--- config.mk ---
export PLATFORM = sky130hd
export DESIGN_NAME = rgb_pwm_driver
export DESIGN_NICKNAME = d
export VERILOG_FILES = /design/src/rtl/rgb_pwm_driver_pkg.sv /design/src/rtl/rgb_pwm_driver_channel.sv /design/src/rtl/rgb_pwm_driver.sv
export SDC_FILE = /design/constraint.sdc
export NUM_CORES = 1
export LEC_CHECK = 0
export CAP_MARGIN = 0
export CORE_MARGIN = 8
export CORE_UTILIZATION = 57
export CTS_BUF_LIST = sky130_fd_sc_hd__clkbuf_16
export DETAILED_ROUTE_END_ITERATION = 10
export PLACE_DENSITY = 0.81
export SLEW_MARGIN = 20
export SYNTH_ARGS = -nofsm -noshare
export SYNTH_HDL_FRONTEND = slang
export SYNTH_SLANG_ARGS = --single-unit
--- constraint.sdc ---
create_clock -name I_CLK_100MHZ -period 6.1 [get_ports I_CLK_100MHZ]
set_input_delay 0.915 -clock I_CLK_100MHZ [delete_from_list [all_inputs] [get_ports I_CLK_100MHZ]]
set_output_delay 0.915 -clock I_CLK_100MHZ [all_outputs]
set_load 0.02 [all_outputs]
--- src/rtl/rgb_pwm_driver_pkg.sv ---
// Shared LED constants used by the PWM driver and the colour controllers,
// plus the phase-offset helper used when RGB_PWM_PHASE_STAGGER_EN is defined.
package rgb_pwm_driver_pkg;

  localparam int unsigned C_LED_DUTY_W     = 7;
  localparam int unsigned C_LED_PWM_PERIOD = 100;

  // Channel idx (0=R,1=G,2=B) starts its period idx/3 of the way through R's period.
  function automatic int unsigned f_phase_offset(input int unsigned period,
                                                 input int unsigned idx);
    return (period * idx) / 3;
  endfunction

endpackage

--- src/rtl/rgb_pwm_driver_channel.sv ---
// One PWM channel: duty shadow latched at its own period start, compare, registered pin.
// P_OFFSET shifts this channel's period start relative to the shared step counter.
module rgb_pwm_channel
  import rgb_pwm_driver_pkg::*;
#(
  parameter int unsigned P_DUTY_W     = C_LED_DUTY_W,
  parameter int unsigned P_PERIOD     = C_LED_PWM_PERIOD,
  parameter bit          P_ACTIVE_LOW = 1'b0,
  parameter int unsigned P_OFFSET     = 0
) (
  input  logic                clk_i,
  input  logic                rst_ni,
  input  logic                ce_i,
  input  logic                enable_i,
  input  logic [P_DUTY_W-1:0] step_i,
  input  logic [P_DUTY_W-1:0] duty_i,
  output logic                led_o
);

  localparam int unsigned L_CW = P_DUTY_W + 1;

  logic [L_CW-1:0]     loc_sum;
  logic [L_CW-1:0]     loc;
  logic                at_zero;
  logic [P_DUTY_W-1:0] duty_sel;
  logic                lit_d;
  logic [P_DUTY_W-1:0] shadow_q;
  logic                led_q;

  // Local step = (step - offset) mod period, formed as step + (period - offset) to stay unsigned.
  always_comb begin
    loc_sum  = {1'b0, step_i} + L_CW'(P_PERIOD - P_OFFSET);
    loc      = (loc_sum >= L_CW'(P_PERIOD)) ? loc_sum - L_CW'(P_PERIOD) : loc_sum;
    at_zero  = (loc == '0);
    duty_sel = at_zero ? duty_i : shadow_q;
    lit_d    = enable_i & (loc < {1'b0, duty_sel});
  end

  always_ff @(posedge clk_i or negedge rst_ni) begin
    if (!rst_ni) begin
      shadow_q <= '0;
      led_q    <= P_ACTIVE_LOW;
    end else if (ce_i) begin
      if (at_zero) shadow_q <= duty_i;
      led_q <= lit_d ^ P_ACTIVE_LOW;
    end
  end

  assign led_o = led_q;

endmodule

--- src/rtl/rgb_pwm_driver.sv ---
// Three-channel glitch-free PWM LED driver; duties are sampled only at period boundaries.
// Optional RGB_PWM_PHASE_STAGGER_EN offsets G/B by 1/3 and 2/3 of a period.
module rgb_pwm_driver
  import rgb_pwm_driver_pkg::*;
#(
  parameter int unsigned P_DUTY_W     = C_LED_DUTY_W,
  parameter int unsigned P_PERIOD     = C_LED_PWM_PERIOD,
  parameter bit          P_ACTIVE_LOW = 1'b0
) (
  input  logic                I_CLK_100MHZ,
  input  logic                I_RST_N,
  input  logic                I_CE_PWM,
  input  logic                I_ENABLE,
  input  logic [P_DUTY_W-1:0] I_DUTY_R,
  input  logic [P_DUTY_W-1:0] I_DUTY_G,
  input  logic [P_DUTY_W-1:0] I_DUTY_B,
  output logic                O_LED_R,
  output logic                O_LED_G,
  output logic                O_LED_B,
  output logic                O_PERIOD_START
);

`ifdef RGB_PWM_PHASE_STAGGER_EN
  localparam int unsigned L_OFF_G = f_phase_offset(P_PERIOD, 1);
  localparam int unsigned L_OFF_B = f_phase_offset(P_PERIOD, 2);
`else
  localparam int unsigned L_OFF_G = 0;
  localparam int unsigned L_OFF_B = 0;
`endif

  logic [P_DUTY_W-1:0] cnt_q;
  logic [P_DUTY_W-1:0] cnt_d;
  logic                wrap;
  logic                period_start_q;

  always_comb begin
    wrap  = (cnt_q == P_DUTY_W'(P_PERIOD - 1));
    cnt_d = wrap ? '0 : cnt_q + P_DUTY_W'(1);
  end

  // Counter resets to the last step so the first CE after release opens a fresh period.
  always_ff @(posedge I_CLK_100MHZ or negedge I_RST_N) begin
    if (!I_RST_N) begin
      cnt_q          <= P_DUTY_W'(P_PERIOD - 1);
      period_start_q <= 1'b0;
    end else begin
      period_start_q <= I_CE_PWM & wrap;
      if (I_CE_PWM) cnt_q <= cnt_d;
    end
  end

  assign O_PERIOD_START = period_start_q;

  rgb_pwm_channel #(
    .P_DUTY_W    (P_DUTY_W),
    .P_PERIOD    (P_PERIOD),
    .P_ACTIVE_LOW(P_ACTIVE_LOW),
    .P_OFFSET    (0)
  ) u_ch_r (
    .clk_i   (I_CLK_100MHZ),
    .rst_ni  (I_RST_N),
    .ce_i    (I_CE_PWM),
    .enable_i(I_ENABLE),
    .step_i  (cnt_d),
    .duty_i  (I_DUTY_R),
    .led_o   (O_LED_R)
  );

  rgb_pwm_channel #(
    .P_DUTY_W    (P_DUTY_W),
    .P_PERIOD    (P_PERIOD),
    .P_ACTIVE_LOW(P_ACTIVE_LOW),
    .P_OFFSET    (L_OFF_G)
  ) u_ch_g (
    .clk_i   (I_CLK_100MHZ),
    .rst_ni  (I_RST_N),
    .ce_i    (I_CE_PWM),
    .enable_i(I_ENABLE),
    .step_i  (cnt_d),
    .duty_i  (I_DUTY_G),
    .led_o   (O_LED_G)
  );

  rgb_pwm_channel #(
    .P_DUTY_W    (P_DUTY_W),
    .P_PERIOD    (P_PERIOD),
    .P_ACTIVE_LOW(P_ACTIVE_LOW),
    .P_OFFSET    (L_OFF_B)
  ) u_ch_b (
    .clk_i   (I_CLK_100MHZ),
    .rst_ni  (I_RST_N),
    .ce_i    (I_CE_PWM),
    .enable_i(I_ENABLE),
    .step_i  (cnt_d),
    .duty_i  (I_DUTY_B),
    .led_o   (O_LED_B)
  );

endmodule
==> results.toml, run 1 <==
[clock_network]
clk_latency_ns = 0.28
cts-root-buf = "clkbuf_16"
cts_setup_buffers = 0
ctsResizeCount = 0
holdBufCountCts = 0
clkSinkCount = 32
cts_inserted_buffers = 5
clkSlewWorstSetupHoldPaths_ns = 0.05
cts_tree = "built"
cts.path.max_buffers = 2
cts_max_level = 2

[placed_design]
gp_congestion = 0.867
portBuffers = 28
detailed_place_hpwl_mm = 3.90
numPlacedInstances = 303

[synth]
synth_edf_count = 0
synth_largest_area_cell = "dfrtp_1"
async_flop_share_pct = 100
synthTopCellsByArea = "dfrtp_1 (28%), mux2_4 (12%), ha_1 (11%)"
synth_top_area_share_pct = 27.9
syn_area_sq_mm = 0.00251
syn_area_per_cell_sq_um = 10.8
synth_most_common_cell = "dfrtp_1"
synth.top_cells.by_count = "dfrtp_1 (28), ha_1 (22), mux2_4 (20)"
ys_seq_area_share_pct = 32.0
yosys_most_used_dff = "dfrtp_1"
ys_warn_count = 0
synthCells = 232
ys_types = 53
synth_fp_nets = 279
ys_seq_elements = 32

[grt]
grt_util_all_layers_pct = 17.4
antenna_found_initial = 0
grt_pass1_wl_mm = 9.01
grt_max_degree = 33
grt_pass1_vias = 1823
overflow = 0

[floorplanning]
initial_core_util_pct = 58.6
core.rowCount = 24
pin_count = 29
coreArea_sq_mm = 0.00429
die_x_um = 82.4
die_h_um = 82.4
die_area_sq_mm = 0.00679

[sta]
min_period_ns = 5.14
skew_ns = 0.00593
worstMarginPinSlew_ns = 0.691
slew_headroom_pct = 53.6
hold_viol_final = 0
tns_ns = 0
setup_viol = 0
drv_slew = 0
period_share_pct = 84.3
max_freq_mhz = 194
rsz0062_at_grt = "no"

[worst_setup_path]
slowest_delay_ns = 0.62
crit_type = "flip-flop to flip-flop"
cp_max_fo = 14
worstSetupStartpointType = "flip-flop"
worst_path_dominant_cell_family = "simple AND/OR/NAND/NOR gates"
path_common_cell = "ha_1"
critical_path_arrival_ns = 5.35
end_kind = "flip-flop"
crit_chain = "ha_1 -> and2b_1 -> a21oi_2 -> inv_1 -> ha_1 -> xor2_1 -> xnor2_1 -> nor3_2 -> xnor2_1 -> mux2i_2 -> and3_1 -> buf_4 -> mux2i_1 -> ha_1 -> nor2b_1 -> a2111oi_0 -> or2_2 -> a21oi_1 -> a21oi_1"
required_ns = 6.31
critPathSlowestCell = "dfstp_2"
crit_buf_inv = 2

[outcome]
status = "completed"

[power_and_ir_drop]
total_power_w = 0.00176
pwr_density_cell_mw_per_mm2 = 595
ir_drop_mv = 0.279
p_leak_nw = 1.32

[detailed_routing]
drc = 0
firstDrtPassIters = 5
vias = 1817
vias_per_cell = 5.84
final_antenna_net_count = 0
initialDrtViolationCount = 95
totalWireLength_mm = 5.45
wl_per_cell_um = 17.5

[flow_run]
drv_cap = 0

[finish]
drive_gt1_share_pct = 19.3
utilization_pct = 68.7
syn2layout_area_growth_pct = 17.4
fillers = 322
final_cells = 311
antenna_cells = 0
layout.nets = 305

[hold_path]
worstHoldPathType = "flip-flop to flip-flop"
report_power, final:
part | leakage [nW] | switching [W] | internal, W
combinational | 0.836 | 0.000554 | 0.000526
clock | 0.0850 | 0.0000904 | 0.000190
sequential | 0.403 | 0.0000923 | 0.000304
total | 1.32 | 0.000737 | 0.00102
state kept, by name, indices dropped and copies added, names as in the netlist:
signal / flops
u_ch_b.led_o: 1
u_ch_b.shadow_q: 7
O_PERIOD_START: 1
u_ch_g.led_o: 1
u_ch_g.shadow_q: 7
u_ch_r.shadow_q: 7
cnt_q: 7
u_ch_r.led_o: 1
cell usage in the layout, fill, tap and decap left out, types with 2 or more instances in the layout:
master | Yosys | routed
o21a_1 | 4 | 4
ha_1 | 22 | 22
nor2b_1 | 6 | 6
nand3_1 | 7 | 7
nor2_1 | 8 | 8
xnor2_1 | 7 | 7
nand2_1 | 10 | 10
xor2_1 | 3 | 3
nand4bb_1 | 2 | 2
nor3_1 | 3 | 3
clkdlybuf4s50_1 | 0 | 28
mux2i_1 | 19 | 19
a21o_1 | 2 | 2
dfstp_2 | 4 | 4
inv_1 | 9 | 10
nand2b_1 | 2 | 2
a21oi_1 | 14 | 14
a32oi_1 | 2 | 2
mux2_4 | 20 | 20
mux2_2 | 3 | 3
buf_4 | 4 | 2
o21ai_0 | 4 | 4
dfrtp_1 | 28 | 28
nor3_2 | 2 | 2
or2_2 | 2 | 2
clkbuf_16 | 0 | 5
nand4_1 | 4 | 4
a211oi_1 | 2 | 2
a31oi_1 | 9 | 9
area by class of cell:
type	instances	area, sq um	area share, %
Multi-Input combinational cell	180	1590	53.8
Sequential cell	32	806	27.3
Timing Repair Buffer	30	295	10.0
Clock buffer	5	125	4.24
Tap cell	52	65.1	2.20
Clock inverter	3	38.8	1.31
Inverter	9	33.8	1.14
per-layer routing:
layer / share of wire (%) / global-route usage (%) / vias to the layer above / routed length (um)
met5: 0 / 0 / - / 0
met4: 1.6 / 5.79 / 0 / 85
met3: 5.3 / 4.22 / 8 / 291
met2: 45 / 27.0 / 50 / 2450
met1: 48 / 23.2 / 855 / 2630
li1: - / - / 904 / -
final timing paths:
check                              startpoint                 end  slack [ns]  cells after the start
min in group asynchronous             I_RST_N            cnt_q[4]        1.03                      2
max reg2reg                          cnt_q[0]        u_ch_r.led_o        0.96                     19
min reg2reg                u_ch_r.shadow_q[3]  u_ch_r.shadow_q[3]        0.50                      1
min                        u_ch_r.shadow_q[3]  u_ch_r.shadow_q[3]        0.50                      1
max in group asynchronous             I_RST_N            cnt_q[1]        4.74                      2
max                                  cnt_q[0]        u_ch_r.led_o        0.96                     19
worst register-to-register path, stage by stage, from the launching register on:
cell,delay [ns]
dfstp_2,0.62
ha_1,0.33
and2b_1,0.25
a21oi_2,0.32
inv_1,0.12
ha_1,0.31
xor2_1,0.19
xnor2_1,0.21
nor3_2,0.07
xnor2_1,0.23
mux2i_2,0.37
and3_1,0.46
buf_4,0.33
mux2i_1,0.22
ha_1,0.25
nor2b_1,0.13
a2111oi_0,0.32
or2_2,0.17
a21oi_1,0.06
a21oi_1,0.14
stage by stage:
step	instance area (sq um)	setup WS, ns	hold slack (ns)
after floorplan	2510	1.61	0.464
after global placement	2790	1.22	0.486
after detailed placement	2790	1.05	0.492
after CTS	2950	1.01	0.506
after global routing	2950	0.525	0.526
final	2950	0.957	0.501
cells by family after synthesis:
group | Yosys count | share of synthesized area [%]
xor gates and xnor gates | 10 | 3.48
and+or+nand+nor | 57 | 13.6
muxes | 44 | 21.8
AOI/OAI and AO/OA | 47 | 13.3
buffers and inverters | 20 | 4.83
DFF | 32 | 32.0
adders and majority gates | 22 | 10.9
Note: power is estimated with default switching activity, not from simulation.
==> inputs of run 2 (changes only) <==
--- a/config.mk
+++ b/config.mk
@@ -7,10 +7,10 @@
 export LEC_CHECK = 0
 export CAP_MARGIN = 0
 export CORE_MARGIN = 8
-export CORE_UTILIZATION = 57
+export CORE_UTILIZATION = 51
 export CTS_BUF_LIST = sky130_fd_sc_hd__clkbuf_16
 export DETAILED_ROUTE_END_ITERATION = 10
-export PLACE_DENSITY = 0.81
+export PLACE_DENSITY = 0.77
 export SLEW_MARGIN = 20
 export SYNTH_ARGS = -nofsm -noshare
 export SYNTH_HDL_FRONTEND = slang
==> constraint.sdc (replaced) <==
create_clock -name I_CLK_100MHZ -period 4.5 [get_ports I_CLK_100MHZ]
set_input_delay 0.675 -clock I_CLK_100MHZ [delete_from_list [all_inputs] [get_ports I_CLK_100MHZ]]
set_output_delay 0.675 -clock I_CLK_100MHZ [all_outputs]
set_load 0.02 [all_outputs]
==> results.toml, run 2 (synthesis results as in run 1) <==
[grt]
grt_max_degree = 33
grt_pass1_vias = 1840
use_met1_pct = 20.0
grt_busiest_layer = "met2"
use_met3_pct = 3.88
grt_util_all_layers_pct = 15.3
met2_usage_pct = 23.3
overflow = 0
grt_pass1_wl_mm = 9.00
antenna_found_initial = 0

[finish]
drive_gt1_share_pct = 22.3
antenna_cells = 0
layout.nets = 311
final_cell_mix = "dfrtp_1 (28), clkdlybuf4s50_1 (28), mux2_4 (20), ha_1 (20), mux2i_1 (19)"
final_cells = 332
syn2layout_area_growth_pct = 20.8

[floorplanning]
pin_count = 29
core.rowCount = 25
die_h_um = 86.2
initial_core_util_pct = 52.9
coreArea_sq_mm = 0.00475
die_x_um = 86.2
die_area_sq_mm = 0.00743

[worst_setup_path]
end_kind = "flip-flop"
crit_type = "flip-flop to flip-flop"
cp_max_fo = 16
worstSetupStartpointType = "flip-flop"
critical_path_arrival_ns = 4.43
required_ns = 4.70

[sta]
whs_ns = 0.506
max_freq_mhz = 237
worstMarginPinSlew_ns = 0.628
tns_ns = 0
skew_ns = 0.00505
min_period_ns = 4.22
drv_slew = 0
rsz0062_at_grt = "no"
setup_slack_ns = 0.279
slew_headroom_pct = 58.0
hold_viol_final = 0
period_share_pct = 93.8
setup_viol = 0

[power_and_ir_drop]
total_power_w = 0.00245
pwr_density_cell_mw_per_mm2 = 805
ir_drop_mv = 0.385
p_leak_nw = 1.35

[detailed_routing]
vias_per_cell = 5.63
wl_per_cell_um = 16.6
vias = 1869
firstDrtPassIters = 4
final_antenna_net_count = 0
drc = 0
totalWireLength_mm = 5.53
initialDrtViolationCount = 123

[placed_design]
gp_congestion = 0.828
detailed_place_hpwl_mm = 3.92
dp_slack_ns = 0.182
numPlacedInstances = 323
portBuffers = 28

[clock_network]
cts_max_level = 2
cts.path.max_buffers = 2
holdBufCountCts = 0
cts_tree = "built"
cts-root-buf = "clkbuf_16"
clkSinkCount = 32
cts_inserted_buffers = 5
clk_latency_ns = 0.28
clkSlewWorstSetupHoldPaths_ns = 0.05

[outcome]
status = "completed"

[flow_run]
drv_cap = 0

[hold_path]
worstHoldPathType = "flip-flop to flip-flop"
-- run 2: changes by cell type in the layout (fill, tap and decap cells not counted) --
cell,before,now
buf_12,0,1
ha_1,22,20
buf_4,2,7
ha_2,0,2
and3_1,1,0
and3_4,0,1
-- run 2: report_power, final --
part / switching, W / leakage, nW / total [W] / internal (W)
Combinational: 0.000774 / 0.863 / 0.00153 / 0.000754
Sequential: 0.000125 / 0.403 / 0.000537 / 0.000412
Clock: 0.000123 / 0.0850 / 0.000381 / 0.000258
-- run 2: area by class of cell --
cell class	instances	area (sq um)
clock inverters	3	38.8
inverters	9	33.8
fillers	396	1720
multi-input cells	180	1600
clock buffers	5	125
repair buffers	36	353
well taps	67	83.8
flip-flops and latches	32	806
-- run 2: per-stage QoR --
step	cell area [sq um]	utilization, %
after global routing	3040	63.9
after detailed placement	2840	59.8
after floorplan	2510	-
after CTS	3010	63.3
after global placement	2840	59.8
final	3040	63.9
-- run 2: layer usage --
| metal | part of all wire (%) | vias to the layer above |
|---|---|---|
| met2 | 45 | 46 |
| met4 | 1.5 | 0 |
| li1 | - | 912 |
| met5 | 0 | - |
| met1 | 48 | 904 |
| met3 | 5.0 | 7 |
-- run 2: final timing paths --
check,to,slack (ns),startpoint,depth (start not counted)
max in group asynchronous,cnt_q[1],3.36,I_RST_N,2
worst min-delay path,u_ch_g.shadow_q[4],0.51,u_ch_g.shadow_q[4],1
worst max register to register,u_ch_r.led_o,0.28,cnt_q[1],20
worst min register to register,u_ch_g.shadow_q[4],0.51,u_ch_g.shadow_q[4],1
worst max-delay path,u_ch_r.led_o,0.28,cnt_q[1],20
min in group asynchronous,u_ch_b.shadow_q[5],0.81,I_RST_N,2
-- run 2: repair_timing --
action	CTS	global route
setup endpoints to repair	0	3
resized for setup	0	6
setup buffers	0	1
-- run 2: critical path, stage by stage, from the launching register on --
cell       delay [ns]
dfstp_2          0.60
ha_2             0.22
and2b_1          0.21
a21oi_2          0.13
inv_1            0.07
ha_2             0.22
xor2_1           0.16
xnor2_1          0.20
nor3_2           0.07
xnor2_1          0.23
mux2i_2          0.27
and3_4           0.23
buf_12           0.16
mux2i_1          0.22
ha_1             0.27
a21oi_1          0.13
nor2b_1          0.06
a2111oi_0        0.32
or2_2            0.18
a21oi_1          0.06
a21oi_1          0.13
==> inputs of run 3 (changes only) <==
--- a/config.mk
+++ b/config.mk
@@ -7,10 +7,10 @@
 export LEC_CHECK = 0
 export CAP_MARGIN = 0
 export CORE_MARGIN = 8
-export CORE_UTILIZATION = 51
+export CORE_UTILIZATION = 40
 export CTS_BUF_LIST = sky130_fd_sc_hd__clkbuf_16
 export DETAILED_ROUTE_END_ITERATION = 10
-export PLACE_DENSITY = 0.77
+export PLACE_DENSITY = 0.59
 export SLEW_MARGIN = 20
 export SYNTH_ARGS = -nofsm -noshare
 export SYNTH_HDL_FRONTEND = slang
==> results.toml, run 3 (synthesis results as in run 1) <==
[outcome]
status = "completed"

[finish]
final_cell_area_sq_mm = 0.00308
antenna_cells = 0
utilization_pct = 49.6
layout.nets = 318
final_cell_mix = "dfrtp_1 (28), clkdlybuf4s50_1 (28), mux2_4 (20), ha_1 (20), mux2i_1 (19)"
syn2layout_area_growth_pct = 22.4
drive_gt1_share_pct = 23.9

[power_and_ir_drop]
total_power_w = 0.00246
p_leak_nw = 1.38
pwr_density_cell_mw_per_mm2 = 798
ir_drop_mv = 0.324

[floorplanning]
coreArea_sq_mm = 0.00620
core.rowCount = 29
die_h_um = 95.3
initial_core_util_pct = 40.5
pin_count = 29
die_area_sq_mm = 0.00908
die_x_um = 95.3

[placed_design]
portBuffers = 28
detailed_place_hpwl_mm = 4.23
dpl_cell_area_sq_mm = 0.00289
gp_congestion = 0.817

[grt]
antenna_found_initial = 0
grt_max_degree = 33
overflow = 0
grt_pass1_vias = 1983
grt_pass1_wl_mm = 9.25
grt_util_all_layers_pct = 13.2

[sta]
max_freq_mhz = 240
rsz0062_at_grt = "no"
drv_slew = 0
worstMarginPinSlew_ns = 0.604
period_share_pct = 92.4
tns_ns = 0
skew_ns = 0.00416
slew_headroom_pct = 59.6
whs_ns = 0.487
hold_viol_final = 0
min_period_ns = 4.16
setup_viol = 0

[worst_setup_path]
reg2regPathDepth = 20
reg2reg_setup_slack_ns = 0.34
crit_end = "u_ch_b.led_o"
end_kind = "flip-flop"
worstSetupStartpointType = "flip-flop"
critical_path_arrival_ns = 4.36
cp-startpoint = "cnt_q[1]"
cp_max_fo = 10
crit_type = "flip-flop to flip-flop"
required_ns = 4.70
r2r-start = "cnt_q[1]"
r2r-end = "u_ch_b.led_o"

[detailed_routing]
drc = 0
vias_per_cell = 5.43
firstDrtPassIters = 4
wl_per_cell_um = 15.9
vias = 1895
initialDrtViolationCount = 78
final_antenna_net_count = 0
totalWireLength_mm = 5.55

[clock_network]
cts_inserted_buffers = 5
clk_latency_ns = 0.27
cts_tree = "built"
cts.path.max_buffers = 2
clkSinkCount = 32
cts_max_level = 2
cts-root-buf = "clkbuf_16"
clkSlewWorstSetupHoldPaths_ns = 0.05

[hold_path]
worstHoldPathType = "flip-flop to flip-flop"

[flow_run]
drv_cap = 0
## run 3: power breakdown
group	switching, W	leakage, nW	internal, W
sequential	0.000103	0.403	0.000412
combinational	0.000810	0.900	0.000820
clock	0.000114	0.0776	0.000198
## run 3: routing by layer
layer	routed length, um	GRT usage (%)	part of all wire [%]	up-vias
met3	167	2.91	3.0	11
met4	116	5.46	2.1	0
met1	2570	16.0	46	919
met2	2690	22.0	48	28
met5	0	0	0	-
li1	-	-	-	937
## run 3: what timing repair did
action / in CTS / in global routing
buffers inserted: 0 / 3
hold buffers: 0 / 0
gates resized for setup: 0 / 8
endpoints found under the setup margin: 0 / 2
## run 3: critical path, cell delays in order (launching register included)
cell	delay (ns)
dfstp_2	0.58
ha_2	0.21
and2b_1	0.21
a21oi_2	0.13
inv_1	0.08
ha_2	0.22
xor2_1	0.16
xnor2_1	0.22
nor3_2	0.06
xnor2_1	0.22
mux2i_2	0.28
and3_4	0.23
buf_8	0.15
buf_4	0.18
mux2i_1	0.21
ha_1	0.25
o21a_1	0.19
o21a_1	0.18
nand2_1	0.07
a32oi_1	0.10
a31oi_1	0.16
## run 3: worst min path at each step
stage	slack, ns	from	cells after the start	to
6_report	0.49	u_ch_r.shadow_q[3]	1	u_ch_r.shadow_q[3]
3_3_place_gp	0.48	u_ch_r.shadow_q[3]	1	u_ch_r.shadow_q[3]
4_1_cts	0.49	u_ch_r.shadow_q[3]	1	u_ch_r.shadow_q[3]
5_1_grt	0.51	u_ch_r.shadow_q[3]	1	u_ch_r.shadow_q[3]
2_1_floorplan	0.38	I_RST_N	0	O_PERIOD_START
3_5_place_dp	0.48	u_ch_r.shadow_q[3]	1	u_ch_r.shadow_q[3]
## run 3: per-stage QoR
stage | cells | setup slack, ns
global placement | 338 | 0.307
global route | 349 | 0.00945
floorplan | 232 | 0.00664
CTS | 346 | 0.168
finish | 349 | 0.340
detailed placement | 338 | 0.210
## run 3: area by class of cell
type | instances | area, sq um
fillers | 586 | 3130
multi-input cells | 180 | 1610
flip-flops and latches | 32 | 806
repair buffers | 43 | 400
clock buffers | 5 | 125
well taps | 77 | 96.3
inverters | 9 | 33.8
clock inverters | 3 | 11.3
